**src/rtl/syn_gpu_poly_seq.sv**
```systemverilog
// Polygon sequencer: walks an N-vertex buffer and issues each edge, closing edge
// included, as a line job to the drawer with valid/ready issue and done completion.
module syn_gpu_poly_seq #(
    parameter int MAX_VERTS = 8,
    parameter int X_W       = 10,
    parameter int Y_W       = 9,
    parameter int VIDX_W    = $clog2(MAX_VERTS)
) (
    input  logic              clk_ir,
    input  logic              rst_il,
    input  logic              vtx_wr_en_i,
    input  logic [VIDX_W-1:0] vtx_wr_idx_i,
    input  logic [X_W-1:0]    vtx_x_i,
    input  logic [Y_W-1:0]    vtx_y_i,
    input  logic [VIDX_W:0]   num_verts_i,
    input  logic              start_i,
    input  logic              abort_i,
    output logic              line_valid_o,
    input  logic              line_ready_i,
    output logic [X_W-1:0]    line_x0_o,
    output logic [Y_W-1:0]    line_y0_o,
    output logic [X_W-1:0]    line_x1_o,
    output logic [Y_W-1:0]    line_y1_o,
    input  logic              line_done_i,
    output logic              busy_o,
    output logic              poly_done_o,
    output logic              err_o
);

    typedef enum logic [2:0] {
        IDLE_S,
        ISSUE_S,
        WAIT_S,
        DRAIN_S,
        DONE_S
    } state_t;

    localparam logic [VIDX_W:0] CNT_ONE = (VIDX_W+1)'(1);
    localparam logic [VIDX_W:0] CNT_TWO = (VIDX_W+1)'(2);
    localparam logic [VIDX_W:0] CNT_MAX = (VIDX_W+1)'(MAX_VERTS);

    logic [X_W-1:0]    vx_mem [MAX_VERTS];
    logic [Y_W-1:0]    vy_mem [MAX_VERTS];

    state_t            state_q, state_d;
    logic [VIDX_W:0]   n_q, n_d;
    logic [VIDX_W:0]   e_q, e_d;
    logic [VIDX_W:0]   e_inc;
    logic [VIDX_W:0]   last_edge;
    logic              load_ep;
    logic              err_d;
    logic [VIDX_W-1:0] idx0, idx1;

    // NOTE: the vertex buffer is plain storage without reset; firmware always
    // loads it before starting, so clearing it would only cost reset fan-out.
    always_ff @(posedge clk_ir) begin
        if (vtx_wr_en_i && state_q == IDLE_S) begin
            vx_mem[vtx_wr_idx_i] <= vtx_x_i;
            vy_mem[vtx_wr_idx_i] <= vtx_y_i;
        end
    end

    // A two-vertex polygon is a single segment, so there is no closing edge.
    assign last_edge = (n_q == CNT_TWO) ? CNT_ONE : n_q;
    assign e_inc     = e_q + CNT_ONE;

    // NOTE: every signal gets a default before the case so no path leaves one
    // unassigned, which would otherwise infer a latch.
    always_comb begin
        state_d = state_q;
        n_d     = n_q;
        e_d     = e_q;
        load_ep = 1'b0;
        err_d   = 1'b0;
        unique case (state_q)
            IDLE_S: begin
                if (start_i && !abort_i) begin
                    if (num_verts_i < CNT_TWO || num_verts_i > CNT_MAX) begin
                        err_d = 1'b1;
                    end else begin
                        n_d     = num_verts_i;
                        e_d     = '0;
                        load_ep = 1'b1;
                        state_d = ISSUE_S;
                    end
                end
            end
            ISSUE_S: begin
                if (line_ready_i) begin
                    state_d = abort_i ? DRAIN_S : WAIT_S;
                end else if (abort_i) begin
                    state_d = IDLE_S;
                end
            end
            WAIT_S: begin
                if (line_done_i) begin
                    if (abort_i) begin
                        state_d = IDLE_S;
                    end else begin
                        e_d = e_inc;
                        if (e_inc == last_edge) begin
                            state_d = DONE_S;
                        end else begin
                            load_ep = 1'b1;
                            state_d = ISSUE_S;
                        end
                    end
                end else if (abort_i) begin
                    state_d = DRAIN_S;
                end
            end
            DRAIN_S: begin
                if (line_done_i) begin
                    state_d = IDLE_S;
                end
            end
            DONE_S: begin
                state_d = IDLE_S;
            end
            default: begin
                state_d = IDLE_S;
            end
        endcase
    end

    // The far endpoint wraps to vertex 0 after index N-1, avoiding a modulo.
    always_comb begin
        idx0 = e_d[VIDX_W-1:0];
        idx1 = (e_d == n_d - CNT_ONE) ? '0 : VIDX_W'(e_d + CNT_ONE);
    end

    // NOTE: state and outputs update with non-blocking assignments so every
    // flop samples pre-edge values regardless of statement order.
    always_ff @(posedge clk_ir or negedge rst_il) begin
        if (!rst_il) begin
            state_q      <= IDLE_S;
            n_q          <= '0;
            e_q          <= '0;
            line_valid_o <= 1'b0;
            line_x0_o    <= '0;
            line_y0_o    <= '0;
            line_x1_o    <= '0;
            line_y1_o    <= '0;
            busy_o       <= 1'b0;
            poly_done_o  <= 1'b0;
            err_o        <= 1'b0;
        end else begin
            state_q      <= state_d;
            n_q          <= n_d;
            e_q          <= e_d;
            line_valid_o <= (state_d == ISSUE_S);
            busy_o       <= (state_d != IDLE_S);
            poly_done_o  <= (state_d == DONE_S);
            err_o        <= err_d;
            if (load_ep) begin
                line_x0_o <= vx_mem[idx0];
                line_y0_o <= vy_mem[idx0];
                line_x1_o <= vx_mem[idx1];
                line_y1_o <= vy_mem[idx1];
            end
        end
    end

endmodule
```
**config.mk**
```make
export PLATFORM = sky130hd
export DESIGN_NAME = syn_gpu_poly_seq
export DESIGN_NICKNAME = d
export VERILOG_FILES = /design/src/rtl/syn_gpu_poly_seq.sv
export SDC_FILE = /design/constraint.sdc
export NUM_CORES = 1
export LEC_CHECK = 0
export BUFFER_PORTS_ARGS = -buffer_cell sky130_fd_sc_hd__buf_2
export CORE_UTILIZATION = 54
export CTS_CLUSTER_DIAMETER = 150
export CTS_CLUSTER_SIZE = 14
export DETAILED_ROUTE_END_ITERATION = 6
export PLACE_DENSITY = 0.77
export SLEW_MARGIN = 40
export SYNTH_ARGS = -nofsm -noshare
export SYNTH_HDL_FRONTEND = slang
export SYNTH_SLANG_ARGS = --single-unit
```
**constraint.sdc**
```tcl
create_clock -name clk_ir -period 4.3 [get_ports clk_ir]
set_clock_uncertainty 0.1 [all_clocks]
set_input_delay 1.075 -clock clk_ir [delete_from_list [all_inputs] [get_ports clk_ir]]
set_output_delay 1.075 -clock clk_ir [all_outputs]
set_load 0.01 [all_outputs]
```
==> After elaboration in Yosys (flattened, before gate mapping) <==
Memory sizes are Yosys's and may differ from the RTL's. A register that Yosys moved wholly into a read port is not among the register bits.
Cells that the tools add are included.
Widths: inputs -> output; s select.
{ "totals": {"reg_bits": 15, "ramBits": 152, "input_bits": 33, "word_cells": 64, "mem_count": 2} }
{ "memory_table": {"columns": ["name", "depth", "word_bits", "rd", "rd_ports_with_merged_regs", "write_ports", "line", "rtl"], "rows": [
  ["vx_mem", 8, 10, 2, 2, 1, "42", "logic [X_W-1:0] vx_mem [MAX_VERTS];"],
  ["vy_mem", 8, 9, 2, 2, 1, "43", "logic [Y_W-1:0] vy_mem [MAX_VERTS];"]
]} }
{ "op_classes": {"n_addsub": 3, "order_cmp": 2, "n_eq_ne": 8, "n_mux": 32, "n_reduce_logical": 10} }
{ "op_table": {"columns": ["operator", "n"], "rows": [
  ["$mux 4", 8],
  ["$mux 3", 10],
  ["$pmux 3 s4", 1],
  ["$mux 1", 11],
  ["$eq 4x4->1", 2],
  ["$pmux 4 s2", 1],
  ["$eq 3x1->1 const B", 2],
  ["$eq 3x2->1 const B", 2],
  ["$logic_not 1->1", 5],
  ["$add 4x1->4 const B", 1],
  ["$eq 4x2->1 const B", 1],
  ["$gt 4x4->1 const B", 1],
  ["$lt 4x2->1 const B", 1],
  ["$sub 4x1->4 const B", 1],
  ["$add 3x1->3 const B", 1],
  ["$eq 3x3->1 const B", 1],
  ["$logic_not 3->1", 1],
  ["$reduce_bool 3->1", 1],
  ["$logic_and 1x1->1", 2],
  ["$pmux 1 s2", 1],
  ["$logic_or 1x1->1", 1]
]} }

==> Depth between registers and ports, before layout <==
Gate-level depths: netlist of run 1.
{ "depth": {"depth_word": 8, "ltp_mapped": 17, "depth_no_buf": 11} }

==> Least setup slack after synthesis of run 1 <==
Ideal clock, no wire load.
{ "synth_timing": {"path_kind": "in2reg", "from": "input abort_i", "to": "register line_y1_o[3] (read register of vy_mem)", "arrival_ns": 4.673, "path_slack_ns": -0.614, "cell_stages": 16, "n_path_buf": 7, "path_cell_list": "clkbuf_1 -> or4b_2 -> or3_1 -> a21o_1 -> inv_1 -> buf_2 -> buf_1 -> buf_2 -> ha_1 -> clkbuf_1 -> inv_1 -> clkbuf_1 -> clkbuf_1 -> o22ai_1 -> o32ai_1 -> a31oi_1"} }
{ "synth_via": {"word_cells_on_any_way": 16} }
{ "synth_rtl": {"columns": ["item", "line", "rtl"], "rows": [
  ["start: declaration", "17", "input logic abort_i,"],
  ["$logic_not 1->1", "77", "if (start_i && !abort_i) begin"],
  ["$logic_and 1x1->1", "77", null],
  ["$mux 4", "77", null],
  ["$pmux 4 s2 (*)", "75", "unique case (state_q)"],
  ["named net e_d[0]", "47", "logic [VIDX_W:0] e_q, e_d;"],
  ["$add 3x1->3 or $eq 4x4->1 (tied branches)", "129", "idx1 = (e_d == n_d - CNT_ONE) ? '0 : VIDX_W'(e_d + CNT_ONE);"],
  ["$mux 3 (*)", "129", null],
  ["end: declaration", "23", "output logic [Y_W-1:0] line_y1_o,"]
]} }
Mark *: on every way through the listed nets, which the timed path passes. The rest lies on a longest branch.

==> Worst setup path in the final report of run 1 <==
{ "layout_timing": {"from": "input num_verts_i[2]", "to": "register line_x1_o[1] (read register of vx_mem)"} }
{ "layout_via": {"elab_chain_len": 8, "word_cells_on_any_way": 16} }
{ "layout_lines": {"columns": ["item", "line", "rtl"], "rows": [
  ["start: declaration", "15", "input logic [VIDX_W:0] num_verts_i,"],
  ["$lt 4x2->1 or $gt 4x4->1 (tied branches)", "78", "if (num_verts_i < CNT_TWO || num_verts_i > CNT_MAX) begin"],
  ["$logic_or 1x1->1", "78", null],
  ["$mux 4", "78", null],
  ["$mux 4", "77", null],
  ["$mux 4", "75", null],
  ["$sub 4x1->4", "129", null],
  ["$eq 4x4->1", "129", null],
  ["$mux 3", "129", null],
  ["end: declaration", "22", "output logic [X_W-1:0] line_x1_o,"]
]} }
Parallel ways exist; a longest one is shown, timed or not.

==> results.py, run 1 <==
metrics = {
    "cells_and_area": {
        "final_cell_area_mm2": 0.0111,
        "seqCellArea_mm2": 0.00589,
        "fin_cells": 1197,
        "fillers": 1376,
        "fin_util_pct": 63.8,
        "multiInputGateArea_mm2": 0.00357,
        "syn_to_final_growth_pct": 14.9,
        "drive_above_1_share_pct": 18.0,
        "layout.nets": 997,
    },
    "grt": {
        "grt_pass1_vias": 7260,
        "met2_usage_pct": 46.8,
        "grt_max_degree": 77,
        "met1_usage_pct": 35.5,
        "top_usage_layer": "met2",
        "antenna_found_initial": 2,
        "grt_first_pass_wirelength_um": 38500,
        "use_met3_pct": 5.03,
        "grt_usage_pct": 27.9,
        "overflow": 0,
    },
    "critical_path": {
        "crit_fanout": 6,
        "rrSetupSlack_ns": 0.64,
        "worstPathArrival_ns": 4.25,
        "rr_startpoint": "state_q[1]",
        "path_class": "input port to register",
        "r2r_cells": 10,
        "r2r_end": "line_x1_o[1]",
        "cp.required_ns": 4.59,
        "start_kind": "input port",
        "cp-end-kind": "register",
    },
    "placement": {
        "place_inst": 1164,
        "dp_hpwl_um": 15200,
        "post_dp_cell_area_mm2": 0.0106,
        "portBuffers": 74,
        "gp_congestion": 0.823,
    },
    "sta": {
        "grt_setup_unrepaired": "no",
        "tightest_slew_ns": 0.751,
        "drv_slew": 0,
        "max_clock_freq_ghz": 0.252,
        "post-route-period-util_pct": 92.2,
        "setup_violations": 0,
        "hold_viol": 0,
        "period_minus_slack_ns": 3.97,
        "max-slew-margin-rel_pct": 49.6,
        "holdWs_ns": 0.373,
    },
    "hold_path": {
        "hold_end": "line_x0_o[1]",
        "hp-class": "register to register",
        "hp-start": "line_x0_o[1]",
        "whs_path_depth": 2,
    },
    "synth": {
        "syn_inst": 877,
        "synth_area_leader_cell": "edfxtp_1",
        "ys_seq_area_share_pct": 60.9,
        "synth_ff_type": "edfxtp_1",
        "ys_types": 65,
        "ys_seq_elements": 205,
        "synth-edff-count": 152,
        "synthArstFlopShare_pct": 25.9,
        "synth.avg_cell_area_um2": 11.0,
        "synth_common_cells": "216 x nand2_1, 152 x edfxtp_1, 53 x dfrtp_1",
        "synthTopCellsByArea": "edfxtp_1 47%, dfrtp_1 14%, nand2_1 8.4%",
        "netlist_area_mm2": 0.00968,
        "syn_nets": 913,
        "yosys.area.top_type_share_pct": 47.2,
        "yosys_warnings": 0,
        "yosysMostFrequentCell": "nand2_1",
    },
    "floorplan": {
        "pin_count": 75,
        "start_util_pct": 55.6,
        "rows": 48,
        "core_area_mm2": 0.0174,
        "die_w_um": 136,
        "die_area_mm2": 0.0185,
        "die_y_um": 136,
    },
    "clocking": {
        "clock_sinks": 205,
        "path_clk_slew_ns": 0.07,
        "h-tree-depth": 1,
        "root_buffer": "clkbuf_16",
        "cts.path.max_buffers": 3,
        "cts_resized": 0,
        "clk_latency_ns": 0.50,
        "postCtsHoldBufs": 0,
        "cts_buffers": 18,
        "cts_setup_buffers": 0,
        "cts_tree": "yes",
    },
    "run": {
        "drv_cap": 0,
    },
    "route": {
        "wl_per_cell_um": 20.8,
        "firstDrtPassIters": 6,
        "ant_nets": 0,
        "first_iter_violations": 605,
        "drc": 0,
        "viasPerCell": 6.24,
        "vias": 7465,
        "wl_um": 24900,
    },
    "power_and_ir_drop": {
        "p_total_mw": 7.60,
        "vdd_drop_max_mv": 0.376,
        "p_leak_nw": 4.34,
        "p_per_area_mw_per_mm2": 683,
    },
    "outcome": {
        "run_status": "finished clean",
    },
}
-- flip-flops by register name (all words and copies together) (netlist names), 3 cells and up --
name / cells
line_y0_o: 9
line_y1_o: 9
vx_mem: 80
state_q: 3
vy_mem: 72
line_x1_o: 10
n_q: 4
line_x0_o: 10
e_q: 4
-- placed cells by master (no fill, tap or decap), types with 4 or more instances in the layout --
master,n
o41ai_1,4
xor2_1,4
clkbuf_1,10
a31oi_1,35
o211ai_1,10
nand2b_1,7
nor2_2,4
and3_1,23
edfxtp_1,152
nand2_1,216
a22o_1,5
a21o_1,10
o221a_1,5
buf_4,45
nand3_1,43
inv_1,9
o22ai_1,13
buf_2,74
nor2_1,37
mux4_2,5
or3_1,4
o21ai_0,37
o221ai_1,6
dfrtp_1,53
mux2i_1,23
a21oi_1,15
a221oi_1,6
xnor2_1,8
a311oi_1,22
clkbuf_16,18
nor3_1,6
-- critical path, cell delays in order --
cell	delay (ns)
buf_2	0.10
or4b_4	0.56
a2111o_1	0.48
mux2i_1	0.31
ha_1	0.30
xnor2_1	0.21
nor3_1	0.08
buf_4	0.17
a211oi_1	0.66
a21oi_1	0.14
o221a_1	0.16
-- per-stage QoR --
stage          setup TNS, ns  worst slack, ns
6_report                   0            0.334
5_1_grt                    0            0.182
4_1_cts                    0            0.366
3_5_place_dp           -1.90           -0.142
3_3_place_gp          -0.469          -0.0535
2_1_floorplan              0           0.0130
-- logic make-up after synthesis --
family / share of synthesized area, %
compound gates: 14.4
flops: 60.9
fa+ha+maj: 0.388
simple gates: 16.0
mux: 3.80
buf+inv: 3.04
xor+xnor: 1.49
-- cell type report --
| class | count | area share [%] |
|---|---|---|
| flip-flops and latches | 205 | 53.0 |
| multi-input cells | 600 | 32.1 |
| repair buffers | 125 | 7.39 |
| clock buffers | 28 | 4.39 |
| well taps | 225 | 2.53 |
| inverters | 11 | 0.371 |
| clock inverters | 2 | 0.214 |
| diodes | 1 | 0.0225 |
-- how the worst max path moves through the flow --
stage	end	slack, ns	depth (start not counted)	from
final	line_x1_o[1]	0.33	11	num_verts_i[2]
after global routing	line_x1_o[5]	0.18	11	num_verts_i[2]
after CTS	line_x1_o[1]	0.37	10	num_verts_i[2]
after detailed placement	line_x1_o[5]	-0.14	10	num_verts_i[2]
after global placement	line_x1_o[1]	-0.05	10	num_verts_i[2]
after floorplan	line_y1_o[0]	0.01	12	num_verts_i[2]
-- per-layer routing --
layer	vias to the layer above	wire length, µm
li1	3432	-
met1	3626	9900
met2	343	12200
met3	62	2050
met4	2	764
met5	-	13
-- power breakdown --
part / leakage [nW] / switching [mW] / internal, mW
Sequential: 2.02 / 0.190 / 2.41
Combinational: 2.08 / 2.15 / 1.36
Clock: 0.241 / 0.691 / 0.785
Total: 4.34 / 3.04 / 4.56
Power figures use the tool's default switching activity.
==> run 2: changes to the inputs <==
--- a/config.mk
+++ b/config.mk
@@ -8,9 +8,9 @@
 export BUFFER_PORTS_ARGS = -buffer_cell sky130_fd_sc_hd__buf_2
 export CORE_UTILIZATION = 54
 export CTS_CLUSTER_DIAMETER = 150
-export CTS_CLUSTER_SIZE = 14
+export CTS_CLUSTER_SIZE = 12
 export DETAILED_ROUTE_END_ITERATION = 6
-export PLACE_DENSITY = 0.77
+export PLACE_DENSITY = 0.84
 export SLEW_MARGIN = 40
 export SYNTH_ARGS = -nofsm -noshare
 export SYNTH_HDL_FRONTEND = slang
==> run 2 against run 1 <==
  * Combinational power barely moved
  * Final cell count up 0.42%
  * Flip-flop and latch count unchanged
==> results.py, run 2 (same netlist as run 1, synthesis figures left out) <==
metrics = {
    "cells_and_area": {
        "largest_reg_flops": 80,
        "drive_above_1_share_pct": 17.9,
        "seqCellArea_mm2": 0.00589,
        "fin_cells": 1202,
        "layout.nets": 998,
        "syn_to_final_growth_pct": 15.1,
        "top_register": "vx_mem",
        "largestRegisters": "vx_mem x80, vy_mem x72",
        "fillers": 1299,
        "final_cell_area_mm2": 0.0111,
        "most-common-layout-cells": "216 x nand2_1, 152 x edfxtp_1, 73 x buf_2",
        "layout_commonest_cell": "nand2_1",
        "multiInputGateArea_mm2": 0.00356,
        "fin_util_pct": 64.0,
    },
    "floorplan": {
        "rows": 48,
        "die_w_um": 136,
        "die_area_mm2": 0.0185,
        "core_area_mm2": 0.0174,
        "pin_count": 75,
        "start_util_pct": 55.6,
        "die_y_um": 136,
    },
    "power_and_ir_drop": {
        "p_leak_nw": 4.36,
        "p_total_mw": 7.75,
        "switching_share_pct": 39.4,
        "clockPowerShare_pct": 21.1,
        "p_sw_mw": 3.05,
        "vdd_drop_max_mv": 0.496,
        "power_frac_comb_pct": 45.2,
        "p_per_area_mw_per_mm2": 695,
        "cell_internal_pwr_mw": 4.69,
        "p_seq_share_pct": 33.7,
    },
    "critical_path": {
        "worstPathArrival_ns": 4.27,
        "crit_chain": "buf_2 > or4b_4 > a2111o_1 > mux2i_1 > ha_1 > xnor3_1 > or3_4 > o211ai_4 > o41ai_1 > a31oi_1",
        "cp-end-kind": "register",
        "path_class": "input port to register",
        "crit_fanout": 16,
        "worst_path_largest_cell_delay_ns": 0.53,
        "cp.required_ns": 4.60,
        "start_kind": "input port",
        "crit_slowest_cell": "or4b_4",
    },
    "sta": {
        "tightest_slew_ns": 0.729,
        "worst_slack_ns": 0.333,
        "grt_setup_unrepaired": "no",
        "holdWs_ns": 0.371,
        "period_minus_slack_ns": 3.97,
        "max_clock_freq_ghz": 0.252,
        "post-route-period-util_pct": 92.2,
        "hold_viol": 0,
        "drv_slew": 0,
        "finalSetupTns_ns": 0,
        "setup_violations": 0,
        "max-slew-margin-rel_pct": 51.1,
    },
    "grt": {
        "overflow": 0,
        "grt_pass1_vias": 7618,
        "grt_usage_pct": 28.5,
        "grt_first_pass_wirelength_um": 39800,
        "grt_max_degree": 94,
        "antenna_found_initial": 1,
    },
    "placement": {
        "post_dp_cell_area_mm2": 0.0106,
        "portBuffers": 74,
        "place_ws_ns": -0.128,
        "dp_hpwl_um": 15300,
        "gp_congestion": 0.840,
        "place_inst": 1164,
    },
    "clocking": {
        "cts_tree": "yes",
        "cts_buffers": 21,
        "postCtsHoldBufs": 0,
        "root_buffer": "clkbuf_16",
        "clk_latency_ns": 0.50,
        "cts_setup_buffers": 0,
        "clock_sinks": 205,
        "cts_resized": 0,
        "cts.path.max_buffers": 3,
        "h-tree-depth": 1,
        "path_clk_slew_ns": 0.06,
    },
    "route": {
        "wl_um": 25400,
        "vias": 7625,
        "first_iter_violations": 869,
        "drc": 0,
        "viasPerCell": 6.34,
        "firstDrtPassIters": 5,
        "wl_per_cell_um": 21.1,
        "ant_nets": 0,
    },
    "run": {
        "drv_cap": 0,
    },
    "outcome": {
        "run_status": "finished clean",
    },
    "hold_path": {
        "hp-class": "register to register",
    },
}
-- run 2: changes by cell type in the layout (fill, tap and decap cells not counted), sizes merged --
cell      before  now
inv           11   12
clkinv         1    0
buf          125  123
clkbuf        28   36
clkinvlp       1    0
-- run 2: area by class of cell --
class,instances,share of cell area (%)
Antenna cell,1,0.0225
Clock buffer,36,5.22
Sequential cell,205,52.9
Clock inverter,1,0.101
Multi-Input combinational cell,600,31.9
Timing Repair Buffer,123,6.98
Inverter,11,0.370
Tap cell,225,2.53
-- run 2: worst paths after layout --
check | startpoint | to | slack, ns | depth (start not counted)
max in group asynchronous | rst_il | line_x0_o[1] | 2.96 | 2
hold reg to reg | line_y0_o[4] | line_y0_o[4] | 0.37 | 2
hold / removal | line_y0_o[4] | line_y0_o[4] | 0.37 | 2
min in group asynchronous | rst_il | line_y0_o[6] | 0.44 | 1
setup / recovery | num_verts_i[2] | line_y1_o[4] | 0.33 | 10
setup reg to reg | state_q[1] | line_y1_o[4] | 0.59 | 9
-- run 2: routing by layer --
| layer | track usage (%) | part of all wire [%] |
|---|---|---|
| met2 | 45.7 | 48 |
| met1 | 36.8 | 39 |
| met4 | 15.0 | 4.0 |
| met3 | 5.37 | 9.6 |
| met5 | 0 | 0 |
-- run 2: power by group through the flow --
stage	Sequential [mW]	Combinational, mW	Clock (mW)
floorplan	2.68	2.22	0
global placement	2.64	3.33	0
detailed placement	2.64	3.44	0
CTS	2.61	3.46	1.65
global route	2.64	3.81	1.72
finish	2.61	3.50	1.64
-- run 2: worst max-delay path: cells and delay by family --
family,cells,cell delay (ns)
AO/OA/AOI/OAI,4,1.22
AND/OR/NAND/NOR,2,1.00
adder cells (fa/ha/maj),1,0.19
multiplexers,1,0.26
buffers and inverters,1,0.10
XOR/XNOR,1,0.41
==> run 3: changes to the inputs <==
--- a/config.mk
+++ b/config.mk
@@ -5,7 +5,7 @@
 export SDC_FILE = /design/constraint.sdc
 export NUM_CORES = 1
 export LEC_CHECK = 0
-export BUFFER_PORTS_ARGS = -buffer_cell sky130_fd_sc_hd__buf_2
+export BUFFER_PORTS_ARGS = -buffer_cell sky130_fd_sc_hd__clkbuf_2
 export CORE_UTILIZATION = 54
 export CTS_CLUSTER_DIAMETER = 150
 export CTS_CLUSTER_SIZE = 12
==> run 3 against run 2 <==
  * Worst hold slack improved by 0.0068 ns
  * Global-route usage decreased by 0.61 points
  * Critical path depth increased by 1
  * Core utilization unchanged
  * Count of clock-buffer cells in the layout unchanged
  * Largest cell class unchanged
  * Largest power group unchanged
==> results.py, run 3 (same netlist as run 1, synthesis figures left out) <==
metrics = {
    "outcome": {
        "run_status": "finished clean",
    },
    "sta": {
        "finalSetupTns_ns": 0,
        "worst_slack_ns": 0.355,
        "tightest_slew_ns": 0.846,
        "holdWs_ns": 0.378,
        "setup_violations": 0,
        "max-slew-margin-rel_pct": 43.6,
        "post-route-period-util_pct": 91.7,
        "grt_setup_unrepaired": "no",
        "max_clock_freq_ghz": 0.253,
        "period_minus_slack_ns": 3.95,
        "hold_viol": 0,
        "drv_slew": 0,
    },
    "clocking": {
        "cts_setup_buffers": 0,
        "clk_latency_ns": 0.50,
        "cts.path.max_buffers": 3,
        "h-tree-depth": 1,
        "clock_sinks": 205,
        "path_clk_slew_ns": 0.06,
        "postCtsHoldBufs": 0,
        "cts_buffers": 21,
        "root_buffer": "clkbuf_16",
        "cts_tree": "yes",
        "cts_resized": 0,
    },
    "route": {
        "viasPerCell": 6.34,
        "firstDrtPassIters": 5,
        "drc": 0,
        "wl_per_cell_um": 20.6,
        "ant_nets": 0,
        "vias": 7630,
        "wl_um": 24800,
        "first_iter_violations": 998,
    },
    "grt": {
        "grt_max_degree": 94,
        "grt_first_pass_wirelength_um": 39100,
        "grt_pass1_vias": 7512,
        "overflow": 0,
        "grt_usage_pct": 27.8,
        "antenna_found_initial": 0,
    },
    "hold_path": {
        "hp-start": "line_x0_o[7]",
        "hold_end": "line_x0_o[7]",
        "whs_path_depth": 2,
        "hp-class": "register to register",
    },
    "floorplan": {
        "die_area_mm2": 0.0185,
        "die_y_um": 136,
        "core_area_mm2": 0.0174,
        "start_util_pct": 55.6,
        "pin_count": 75,
        "die_w_um": 136,
        "rows": 48,
    },
    "cells_and_area": {
        "largest_reg_flops": 80,
        "drive_above_1_share_pct": 18.1,
        "syn_to_final_growth_pct": 15.1,
        "layout.nets": 1000,
        "largestRegisters": "vx_mem x80, vy_mem x72",
        "top_register": "vx_mem",
        "most-common-layout-cells": "216 x nand2_1, 152 x edfxtp_1, 74 x clkbuf_2",
        "fin_util_pct": 64.0,
        "layout_commonest_cell": "nand2_1",
    },
    "placement": {
        "gp_congestion": 0.836,
        "portBuffers": 74,
        "place_ws_ns": -0.104,
        "dp_hpwl_um": 15100,
    },
    "power_and_ir_drop": {
        "p_per_area_mw_per_mm2": 693,
        "vdd_drop_max_mv": 0.571,
        "p_total_mw": 7.73,
        "p_leak_nw": 4.37,
    },
    "critical_path": {
        "crit_fanout": 7,
        "worstPathArrival_ns": 4.28,
        "start_kind": "input port",
        "rr_startpoint": "state_q[0]",
        "r2r_cells": 10,
        "cp-end-kind": "register",
        "cp.required_ns": 4.64,
        "rrSetupSlack_ns": 0.64,
        "r2r_end": "line_x1_o[4]",
        "path_class": "input port to register",
    },
    "run": {
        "drv_cap": 0,
    },
}
## run 3: worst max path at each step
stage / from / to / slack, ns / cells past startpoint
after floorplan: num_verts_i[2] / line_y1_o[0] / 0.01 / 12
after global placement: num_verts_i[2] / line_y1_o[3] / 0.002 / 10
after detailed placement: num_verts_i[2] / line_y1_o[8] / -0.10 / 10
after CTS: num_verts_i[2] / line_y1_o[8] / 0.39 / 10
after global routing: num_verts_i[2] / line_x1_o[0] / 0.21 / 11
final: num_verts_i[2] / line_x1_o[4] / 0.35 / 11
## run 3: report_power, final
group	switching [mW]	internal, mW	leakage (nW)
logic	2.13	1.34	2.07
clock network	0.721	0.918	0.283
registers	0.202	2.42	2.02
## run 3: final cells by class
cell class              instances  area [µm²]
fillers                      1269        6270
flip-flops and latches        205        5890
multi-input cells             600        3560
repair buffers                125         778
clock buffers                  36         582
well taps                     225         282
inverters                      11        41.3
clock inverters                 1        11.3
diodes                          1        2.50
## run 3: metal layers
metal / vias to the layer above / global-route usage [%] / share of wire [%]
li1: 3443 / - / -
met3: 86 / 4.88 / 9.9
met5: - / 0 / 0
met1: 3668 / 35.7 / 38
met4: 0 / 14.3 / 4.0
met2: 433 / 45.5 / 48
## run 3: critical path: stages
cell       delay, ns
clkbuf_2        0.09
or4b_4          0.56
a2111oi_4       0.46
a21o_2          0.18
inv_2           0.05
ha_1            0.21
xnor2_1         0.65
buf_4           0.29
nor2_1          0.06
o21ai_1         0.39
o221a_1         0.25
## run 3: through the flow
stage	std cells	cell area (µm²)
finish	1204	11100
global route	1203	11100
CTS	1203	11100
detailed placement	1166	10600
global placement	1166	10600
floorplan	877	9730
